[config.mk]
export PLATFORM = sky130hd
export DESIGN_NAME = sound_mixer_nch
export DESIGN_NICKNAME = d
export VERILOG_FILES = /design/src/rtl/sound_mixer_nch.sv
export SDC_FILE = /design/constraint.sdc
export NUM_CORES = 1
export LEC_CHECK = 0
export ABC_AREA = 1
export BUFFER_PORTS_ARGS = -buffer_cell sky130_fd_sc_hd__buf_2
export CAP_MARGIN = 20
export CORE_ASPECT_RATIO = 2
export CORE_UTILIZATION = 56
export DETAILED_ROUTE_END_ITERATION = 10
export PLACE_DENSITY = 0.75
export SLEW_MARGIN = 40
export SYNTH_ARGS = -nofsm -noshare
export SYNTH_HDL_FRONTEND = slang
export SYNTH_SLANG_ARGS = --single-unit
[constraint.sdc]
create_clock -name clk -period 6 [get_ports clk]
set_clock_uncertainty 0.1 [all_clocks]
set_input_delay 1.2 -clock clk [delete_from_list [all_inputs] [get_ports clk]]
set_output_delay 1.2 -clock clk [all_outputs]
set_load 0.02 [all_outputs]
[src/rtl/sound_mixer_nch.sv]
// N-channel piezo sound engine: prioritised burst-pattern tone channels over RPM-driven LFSR noise.
// Optional volume gating via a 4-bit PWM is enabled with `define SOUND_PWM_VOL_EN.
module sound_mixer_nch #(
    parameter int          N_CH        = 4,
    parameter int          DIV_W       = 20,
    parameter int          BURST_W     = 24,
    parameter int          RPM_W       = 14,
    parameter int          RPM_MIN     = 500,
    parameter int          NOISE_BASE  = 150000,
    parameter int          NOISE_SLOPE = 10,
    parameter int          NOISE_MIN   = 2000,
    parameter logic [15:0] LFSR_SEED   = 16'hACE1,
    localparam int         CH_W        = (N_CH > 1) ? $clog2(N_CH) : 1
) (
    input  logic                    clk,
    input  logic                    rst,
    input  logic [RPM_W-1:0]        rpm,
    input  logic [N_CH-1:0]         ch_req,
    input  logic [N_CH*DIV_W-1:0]   ch_half_period,
    input  logic [N_CH*BURST_W-1:0] ch_on_cyc,
    input  logic [N_CH*BURST_W-1:0] ch_off_cyc,
    input  logic [3:0]              vol,
    output logic                    piezo_out,
    output logic                    active_valid,
    output logic [CH_W-1:0]         active_ch
);

    localparam int               PW     = DIV_W + RPM_W;
    localparam logic [15:0]      SEED   = (LFSR_SEED == 16'h0000) ? 16'h0001 : LFSR_SEED;
    localparam logic [BURST_W-1:0] B_ONE = BURST_W'(1);
    localparam logic [DIV_W-1:0]   D_ONE = DIV_W'(1);

    typedef enum logic [1:0] {S_IDLE, S_ON, S_GAP} ch_state_t;

    ch_state_t          st        [N_CH];
    logic [DIV_W-1:0]   hp_q      [N_CH];
    logic [DIV_W-1:0]   tone_cnt  [N_CH];
    logic [BURST_W-1:0] on_q      [N_CH];
    logic [BURST_W-1:0] off_q     [N_CH];
    logic [BURST_W-1:0] burst_cnt [N_CH];
    logic [N_CH-1:0]    wave;
    logic [N_CH-1:0]    enter;
    logic [N_CH-1:0]    to_gap;

    // Burst-end decisions; enter also covers the first request from IDLE.
    always_comb begin
        // NOTE: every always_comb output gets a default first so no path leaves it unassigned (no latch).
        enter  = '0;
        to_gap = '0;
        for (int i = 0; i < N_CH; i++) begin
            logic on_end;
            on_end    = (st[i] == S_ON) && (on_q[i] != '0) && (burst_cnt[i] == on_q[i] - B_ONE);
            to_gap[i] = on_end && (off_q[i] != '0);
            enter[i]  = ch_req[i] && ((st[i] == S_IDLE) ||
                                      (on_end && (off_q[i] == '0)) ||
                                      ((st[i] == S_GAP) && (burst_cnt[i] == off_q[i] - B_ONE)));
        end
    end

    // NOTE: sequential state uses non-blocking assignments only, so every register samples pre-edge values.
    always_ff @(posedge clk) begin
        if (rst) begin
            // NOTE: the per-channel arrays are a handful of flops, not RAM, so they are reset explicitly.
            for (int i = 0; i < N_CH; i++) begin
                st[i]        <= S_IDLE;
                hp_q[i]      <= '0;
                tone_cnt[i]  <= '0;
                on_q[i]      <= '0;
                off_q[i]     <= '0;
                burst_cnt[i] <= '0;
            end
            wave <= '0;
        end else begin
            for (int i = 0; i < N_CH; i++) begin
                if (!ch_req[i]) begin
                    st[i]        <= S_IDLE;
                    tone_cnt[i]  <= '0;
                    burst_cnt[i] <= '0;
                    wave[i]      <= 1'b0;
                end else if (enter[i]) begin
                    st[i]        <= S_ON;
                    hp_q[i]      <= ch_half_period[i*DIV_W +: DIV_W];
                    on_q[i]      <= ch_on_cyc[i*BURST_W +: BURST_W];
                    off_q[i]     <= ch_off_cyc[i*BURST_W +: BURST_W];
                    tone_cnt[i]  <= '0;
                    burst_cnt[i] <= '0;
                    wave[i]      <= 1'b0;
                end else if (to_gap[i]) begin
                    st[i]        <= S_GAP;
                    tone_cnt[i]  <= '0;
                    burst_cnt[i] <= '0;
                    wave[i]      <= 1'b0;
                end else if (st[i] == S_ON) begin
                    burst_cnt[i] <= burst_cnt[i] + B_ONE;
                    if (hp_q[i] == '0) begin
                        wave[i] <= 1'b0;
                    end else if (tone_cnt[i] == hp_q[i] - D_ONE) begin
                        wave[i]     <= ~wave[i];
                        tone_cnt[i] <= '0;
                    end else begin
                        tone_cnt[i] <= tone_cnt[i] + D_ONE;
                    end
                end else if (st[i] == S_GAP) begin
                    burst_cnt[i] <= burst_cnt[i] + B_ONE;
                end
            end
        end
    end

    // Engine noise period, computed wide so a large rpm underflows cleanly into the clamp.
    logic [PW-1:0]    noise_prod;
    logic [PW-1:0]    noise_diff;
    logic [DIV_W-1:0] noise_period;
    logic             noise_silent;
    logic [DIV_W-1:0] noise_cnt;
    logic [15:0]      lfsr;
    logic             noise_bit;

    assign noise_prod   = PW'(rpm) * PW'(NOISE_SLOPE);
    assign noise_diff   = PW'(NOISE_BASE) - noise_prod;
    assign noise_silent = (rpm < RPM_W'(RPM_MIN));

    always_comb begin
        noise_period = DIV_W'(noise_diff);
        if ((noise_prod > PW'(NOISE_BASE)) || (noise_diff < PW'(NOISE_MIN)))
            noise_period = DIV_W'(NOISE_MIN);
    end

    always_ff @(posedge clk) begin
        if (rst) begin
            noise_cnt <= '0;
            lfsr      <= SEED;
            noise_bit <= 1'b0;
        end else if (noise_silent) begin
            noise_bit <= 1'b0;
        end else if (noise_cnt >= noise_period - D_ONE) begin
            // >= rather than == so a sudden rpm increase cannot strand the counter above the period.
            noise_cnt <= '0;
            noise_bit <= lfsr[0];
            lfsr      <= {lfsr[0] ^ lfsr[2] ^ lfsr[3] ^ lfsr[5], lfsr[15:1]};
        end else begin
            noise_cnt <= noise_cnt + D_ONE;
        end
    end

    // Priority mixer: scanning downward lets the lowest active index overwrite the rest.
    logic            win_found;
    logic [CH_W-1:0] win_idx;
    logic            win_tone;
    logic            mix;

    always_comb begin
        win_found = 1'b0;
        win_idx   = '0;
        win_tone  = 1'b0;
        for (int i = N_CH - 1; i >= 0; i--) begin
            if (st[i] != S_IDLE) begin
                win_found = 1'b1;
                win_idx   = CH_W'(i);
                win_tone  = (st[i] == S_ON) && wave[i];
            end
        end
        mix = win_found ? win_tone : noise_bit;
    end

`ifdef SOUND_PWM_VOL_EN
    logic [3:0] pwm_cnt;
    logic       vol_gate;

    assign vol_gate = (pwm_cnt < vol);

    always_ff @(posedge clk) begin
        if (rst) pwm_cnt <= '0;
        else     pwm_cnt <= pwm_cnt + 4'd1;
    end
`else
    logic unused_vol;
    logic vol_gate;

    assign unused_vol = ^vol;
    assign vol_gate   = 1'b1;
`endif

    always_ff @(posedge clk) begin
        if (rst) begin
            piezo_out    <= 1'b0;
            active_valid <= 1'b0;
            active_ch    <= '0;
        end else begin
            piezo_out    <= mix & vol_gate;
            active_valid <= win_found;
            active_ch    <= win_idx;
        end
    end

endmodule

# Word level (Yosys, flattened, before mapping)
# Memories as Yosys holds them, arrays and structs flattened.
# Index checks and enable logic that the tools add are counted.
# classes
add_sub_neg	23
n_mul	1
magnitude_cmp	4
n_eq_ne	20
mux	252
bitwise_logic	76
reduce_logical	77
# ops
op	n
$mux 24	28
$mux 20	26
$eq 24x24->1	8
$reduce_bool 24->1	8
$sub 24x1->24 const B	8
$mux 1	184
$add 20x1->20 const B	5
$sub 20x1->20 const B	5
$add 24x1->24 const B	4
$logic_not 24->1	4
$eq 20x20->1	4
$logic_not 20->1	4
$or 1x1->1	64
$lt 34x11->1 const B	1
$logic_and 1x1->1	28
$mux 2	14
$ge 20x20->1	1
$sub 18x18->19 const A	1
$gt 18x18->1 const B	1
$mul 14x3->17 const B	1
$reduce_bool 2->1	8
$reduce_or 4->1	4
$lt 14x9->1 const B	1
$reduce_and 2->1	5
8 further kinds	36
# totals
register_bits	45
ramBits	456
in_bits	296
out_inout_bits	4
elab_cells	470
mem_count	6
# mem_list
name	words	width	rd	rd_clocked_by_memory_dff	write_ports	line_no	rtl
burst_cnt	4	24	4	0	4	40	logic [BURST_W-1:0] burst_cnt [N_CH];
off_q	4	24	4	0	4	39	logic [BURST_W-1:0] off_q [N_CH];
on_q	4	24	4	0	4	38	logic [BURST_W-1:0] on_q [N_CH];
hp_q	4	20	4	0	4	36	logic [DIV_W-1:0] hp_q [N_CH];
tone_cnt	4	20	4	0	4	37	logic [DIV_W-1:0] tone_cnt [N_CH];
st	4	2	4	0	4	35	ch_state_t st [N_CH];

# Depth between registers and ports, before layout
# An unclocked memory read counts as a cell.
# logic_depth
ltp_word	16
depth_mapped	41
mapped_depth_nobuf	38

# Worst setup path before layout
# No wires, ideal clock.
# synth_timing
path_kind	in2reg
start	in rpm[1]
end	reg lfsr[0]
setup_time_ps	134
arrival_time_ps	6300
required_time_ps	5766
setup_slack_ps	-534
path_stages	37
path_buffers	2
path_cell_list	ha_1 -> ha_1 -> fa_1 -> nand2_1 -> nand2_1 -> nand3_1 -> nand2_1 -> nand2_1 -> nand2_1 -> nand2_1 -> nand2_1 -> nor2_2 -> nand2_1 -> nand3_1 -> nand3_2 -> nor2_4 -> nor2_8 -> buf_6 -> nand2_1 -> ha_1 -> nor3b_1 -> nand2_2 -> nor3_4 -> xor2_1 -> inv_1 -> ha_1 -> a21oi_1 -> nor2_1 -> a211oi_1 -> o21ai_0 -> a221oi_1 -> nand2_1 -> nand2_1 -> inv_1 -> clkbuf_1 -> nand2_1 -> o211ai_1
# synth_via
elab_chain_cells	8
word_cells_on_any_way	11
cone_classes	2 x add/sub; 1 x mul; 4 x order compare; 1 x mux; 1 x bitwise; 2 x reduce/logical
# synth_lines
element	line_no	rtl
start, declared	17	input logic [RPM_W-1:0] rpm,
$mul 14x3->17	119	assign noise_prod = PW'(rpm) * PW'(NOISE_SLOPE);
$sub 18x18->19	120	assign noise_diff = PW'(NOISE_BASE) - noise_prod;
$lt 34x11->1	125	if ((noise_prod > PW'(NOISE_BASE)) || (noise_diff < PW'(NOISE_MIN)))
$logic_or 1x1->1	125	
$mux 20	125	
$sub 20x1->20	136	end else if (noise_cnt >= noise_period - D_ONE) begin
$ge 20x20->1	136	
$reduce_and 2->1 (no source line) *	--	
end signal, assigned	140	lfsr <= {lfsr[0] ^ lfsr[2] ^ lfsr[3] ^ lfsr[5], lfsr[15:1]};
end, declared	116	logic [15:0] lfsr;
# Every way passes the cells marked *; elsewhere a longest branch is shown, timed or not.
# A chain may end at the register's enable or synchronous reset.

# Worst setup path in the final report
# layout_timing
start	in rpm[1]
end	reg lfsr[3]
# Same word-level chain as after synthesis.

==> flow_summary.yaml <==
critical_path:
  criticalPathCategory: "input pin to register"
  crit_path_max_incr_delay_ns: 0.38
  crit_slowest_cell: "sky130_fd_sc_hd__fa_2"
  cp_max_fo: 7
  crit_path_start: "rpm[1]"
  rr_worst_depth: 17
  worst-endpoint-required_ns: 6.43
  timing.critical_path.from_type: "input pin"
  crit_arrival_ns: 6.21
  r2r_path_end: "burst_cnt[3][23]$_DFFE_PP_"
  worstSetupEndpointType: "register"
  critical-path-top-cell-by-count: "sky130_fd_sc_hd__nand2_2"
  cp-endpoint: "lfsr[3]$_SDFFE_PP0P_"
  critical_path.reg2reg.startpoint: "on_q[3][0]$_SDFFCE_PN0P_"
  worst-path-buf-inv: 4
  rrSetupSlack_ns: 1.79
  critical_path.top_delay_family: "simple AND/OR/NAND/NOR gates"
  worst-path-stages: 37
layout:
  number_of_nets_in_the_finished_design: 5465
  num-fill-cells: 5785
  seqCellArea_sq_um: 14590
  layoutNonFillerInstCount: 6004
  mostFrequentLayoutCells: "sky130_fd_sc_hd__nor2_1, sky130_fd_sc_hd__inv_1, sky130_fd_sc_hd__nand2_1, sky130_fd_sc_hd__edfxtp_1, sky130_fd_sc_hd__xor2_1"
  area_growth_syn_to_layout_pct: 13.30
  combined_area_of_the_multi_input_logic_cells_sq_um: 19090
  final_common_cell: "sky130_fd_sc_hd__nor2_1"
  final_layout_size_suffix_gt1_share_pct: 14.29
  final_util_pct: 64.34
placement:
  placedCellCount: 5909
  gp_congestion: 0.9754
  buffer_ports.inserted: 295
  placement.setup.worst_slack_ns: -0.6638
  dp.final_hpwl_mm: 77.50
sta:
  max_slew.worst_pin.slew_ns: 0.8530
  timing.max_slew.rel_slack_pct: 42.61
  worst_slack_ns: 0.2151
  timing.final.hold_violations: 0
  hold_ws_ns: 0.3580
  setup-violations-final: 0
  final.min_clock_period_ns: 5.785
  timing.fmax_mhz: 172.9
  period_share_pct: 96.41
  timing_max_transition_violations_final: 0
global_route:
  grt_first_pass_wirelength_mm: 152.6
  grt_start_max_net_pins: 70
  grt_residual_overflow: 0
  grt_pass1_vias: 31170
  total_routing_usage_gr_pct: 29.16
  antenna_found_initial: 14
yosys:
  asyncSetResetFlopFracSynth_pct: 0
  synth_enable_flop_cells: 456
  netlist-cell-type-count: 69
  synth_area_sq_um: 36860
  synthesis.nets: 5110
  yosysWarningCount: 0
  syn_area_per_cell_sq_um: 7.785
  synth_flop_cell: "sky130_fd_sc_hd__edfxtp_1"
  ys_seq_area_share_pct: 39.59
  synth_top_cell_area_share_pct: 37.15
  total_of_flip_flops_plus_latches_after_synthesis: 501
  synthesis.instances: 4735
  synth_top_cells_by_area: "sky130_fd_sc_hd__edfxtp_1, sky130_fd_sc_hd__xor2_1, sky130_fd_sc_hd__nor2_1"
  synth_top_cell_by_area: "sky130_fd_sc_hd__edfxtp_1"
clock_tree:
  clk_latency_ns: 0.63
  cts.sink_count: 501
  cts.htree.levels: 2
  root_buffer_cell: "sky130_fd_sc_hd__clkbuf_16"
  cts_tree: "done"
  clockBufferDepth: 3
  number_of_hold_buffers_added_after_cts: 0
  cts_inserted_buffers: 47
  clkSlewWorstSetupHoldPaths_ns: 0.07
floorplan:
  fp.dieH_um: 364.8
  start_util_pct: 56.79
  core.rowCount: 132
  die_width_um: 183.4
  top_level_ports: 300
  floorplan.die_area_sq_um: 66910
  design.core.area_sq_um: 64910
run_status:
  run_status: "completed"
detailed_routing:
  detail_route.iter0.violations: 1791
  detail_route.drc_violations: 0
  avgViaCountPerCell: 5.303
  dr_total_vias: 31840
  final_routed_wirelength_mm: 98.76
  drt_pre_antenna_iters: 5
  routed_wire_length_per_instance_um: 16.45
  antenna_left: 0
run:
  drv.max_cap_violation_count: 0
power_and_ir_drop:
  total_power_w: 0.009902
  powerDensity_nw_per_um2: 237.1
  static-leakage-power_nw: 19.48
  ir_drop_mv: 0.2564
min_path:
  min_path_type: "register to register"
==> sequential cells by signal (all words and copies together) (netlist names), 2 cells and up <==
signal / flops
burst_cnt: 96
noise_cnt: 20
hp_q: 80
off_q: 96
on_q: 96
st: 8
tone_cnt: 80
wave: 4
lfsr: 16
active_ch: 2
==> area by class of cell <==
| cell class | count | share of cell area, % |
|---|---|---|
| antenna | 5 | 0.02996 |
| clock buffer | 59 | 3.053 |
| clock inverter | 28 | 0.7220 |
| inverter | 795 | 7.151 |
| multi-input combinational | 3331 | 45.72 |
| sequential | 501 | 34.94 |
| tap | 871 | 2.609 |
| timing repair buffer | 414 | 5.770 |
==> tightest hold or removal path, cell delays in order (launching register included) <==
cell and delay, ns:
sky130_fd_sc_hd__dfxtp_1 0.32, sky130_fd_sc_hd__nand2_1 0.06, sky130_fd_sc_hd__nand3_1 0.06
==> logic make-up after synthesis <==
family | Yosys count | share of synthesized area (%)
compound gates | 132 | 2.118
xor+xnor | 606 | 14.49
fa+ha+maj | 79 | 2.702
buf+inv | 903 | 9.633
flops | 501 | 39.59
simple gates | 2514 | 31.46
==> worst min-delay path by stage <==
stage | startpoint | to | slack (ns) | cells past startpoint
2_1_floorplan | lfsr[11]$_SDFFE_PP1P_ | lfsr[10]$_SDFFE_PP1P_ | 0.33 | 2
4_1_cts | lfsr[12]$_SDFFE_PP0P_ | lfsr[11]$_SDFFE_PP1P_ | 0.35 | 2
5_1_grt | wave[2]$_SDFFE_PP0P_ | wave[2]$_SDFFE_PP0P_ | 0.39 | 2
3_5_place_dp | lfsr[6]$_SDFFE_PP1P_ | lfsr[5]$_SDFFE_PP1P_ | 0.34 | 2
3_3_place_gp | lfsr[14]$_SDFFE_PP0P_ | lfsr[13]$_SDFFE_PP1P_ | 0.34 | 2
6_report | lfsr[12]$_SDFFE_PP0P_ | lfsr[11]$_SDFFE_PP1P_ | 0.36 | 2
==> cell usage after synthesis, drive strengths merged (21+ instances only) <==
cell type  number
ha             78
a21oi          39
or2            47
clkbuf         49
nor2          910
xnor2         174
nor3          143
nor3b          21
inv           790
buf            59
o21ai          52
nand2         724
nand4         182
dfxtp          45
nand3         407
xor2          430
nor4           45
edfxtp        456
==> per-stage QoR <==
step                      setup TNS, ns  area (sq um)
after CTS                             0         41480
after detailed placement         -20.91         39900
final                                 0         41760
after floorplan                  -2.292         36970
after global routing           -0.04392         41760
after global placement           -13.91         39830
==> timing repair <==
action,in CTS,in global routing
pin swaps,0,14
setup buffers,0,3
endpoints found under the setup margin,16,36
gates resized for setup,1,46
==> where the power goes <==
part | leakage, nW | total (W) | switching, W | internal [W]
sequential | 5.52 | 0.00439 | 0.000310 | 0.00408
clock | 0.762 | 0.00314 | 0.00143 | 0.00171
combinational | 13.2 | 0.00237 | 0.00144 | 0.000938
total | 19.5 | 0.00990 | 0.00318 | 0.00672
==> metal layers <==
| layer | GRT usage (%) | vias to the layer above | wire, um |
|---|---|---|---|
| li1 | - | 15910 | - |
| met5 | 0 | - | 102 |
| met4 | 18.28 | 18 | 6360 |
| met3 | 4.654 | 322 | 5047 |
| met1 | 29.30 | 14580 | 34980 |
| met2 | 55.14 | 1006 | 52270 |
(Power assumes the default switching activity.)
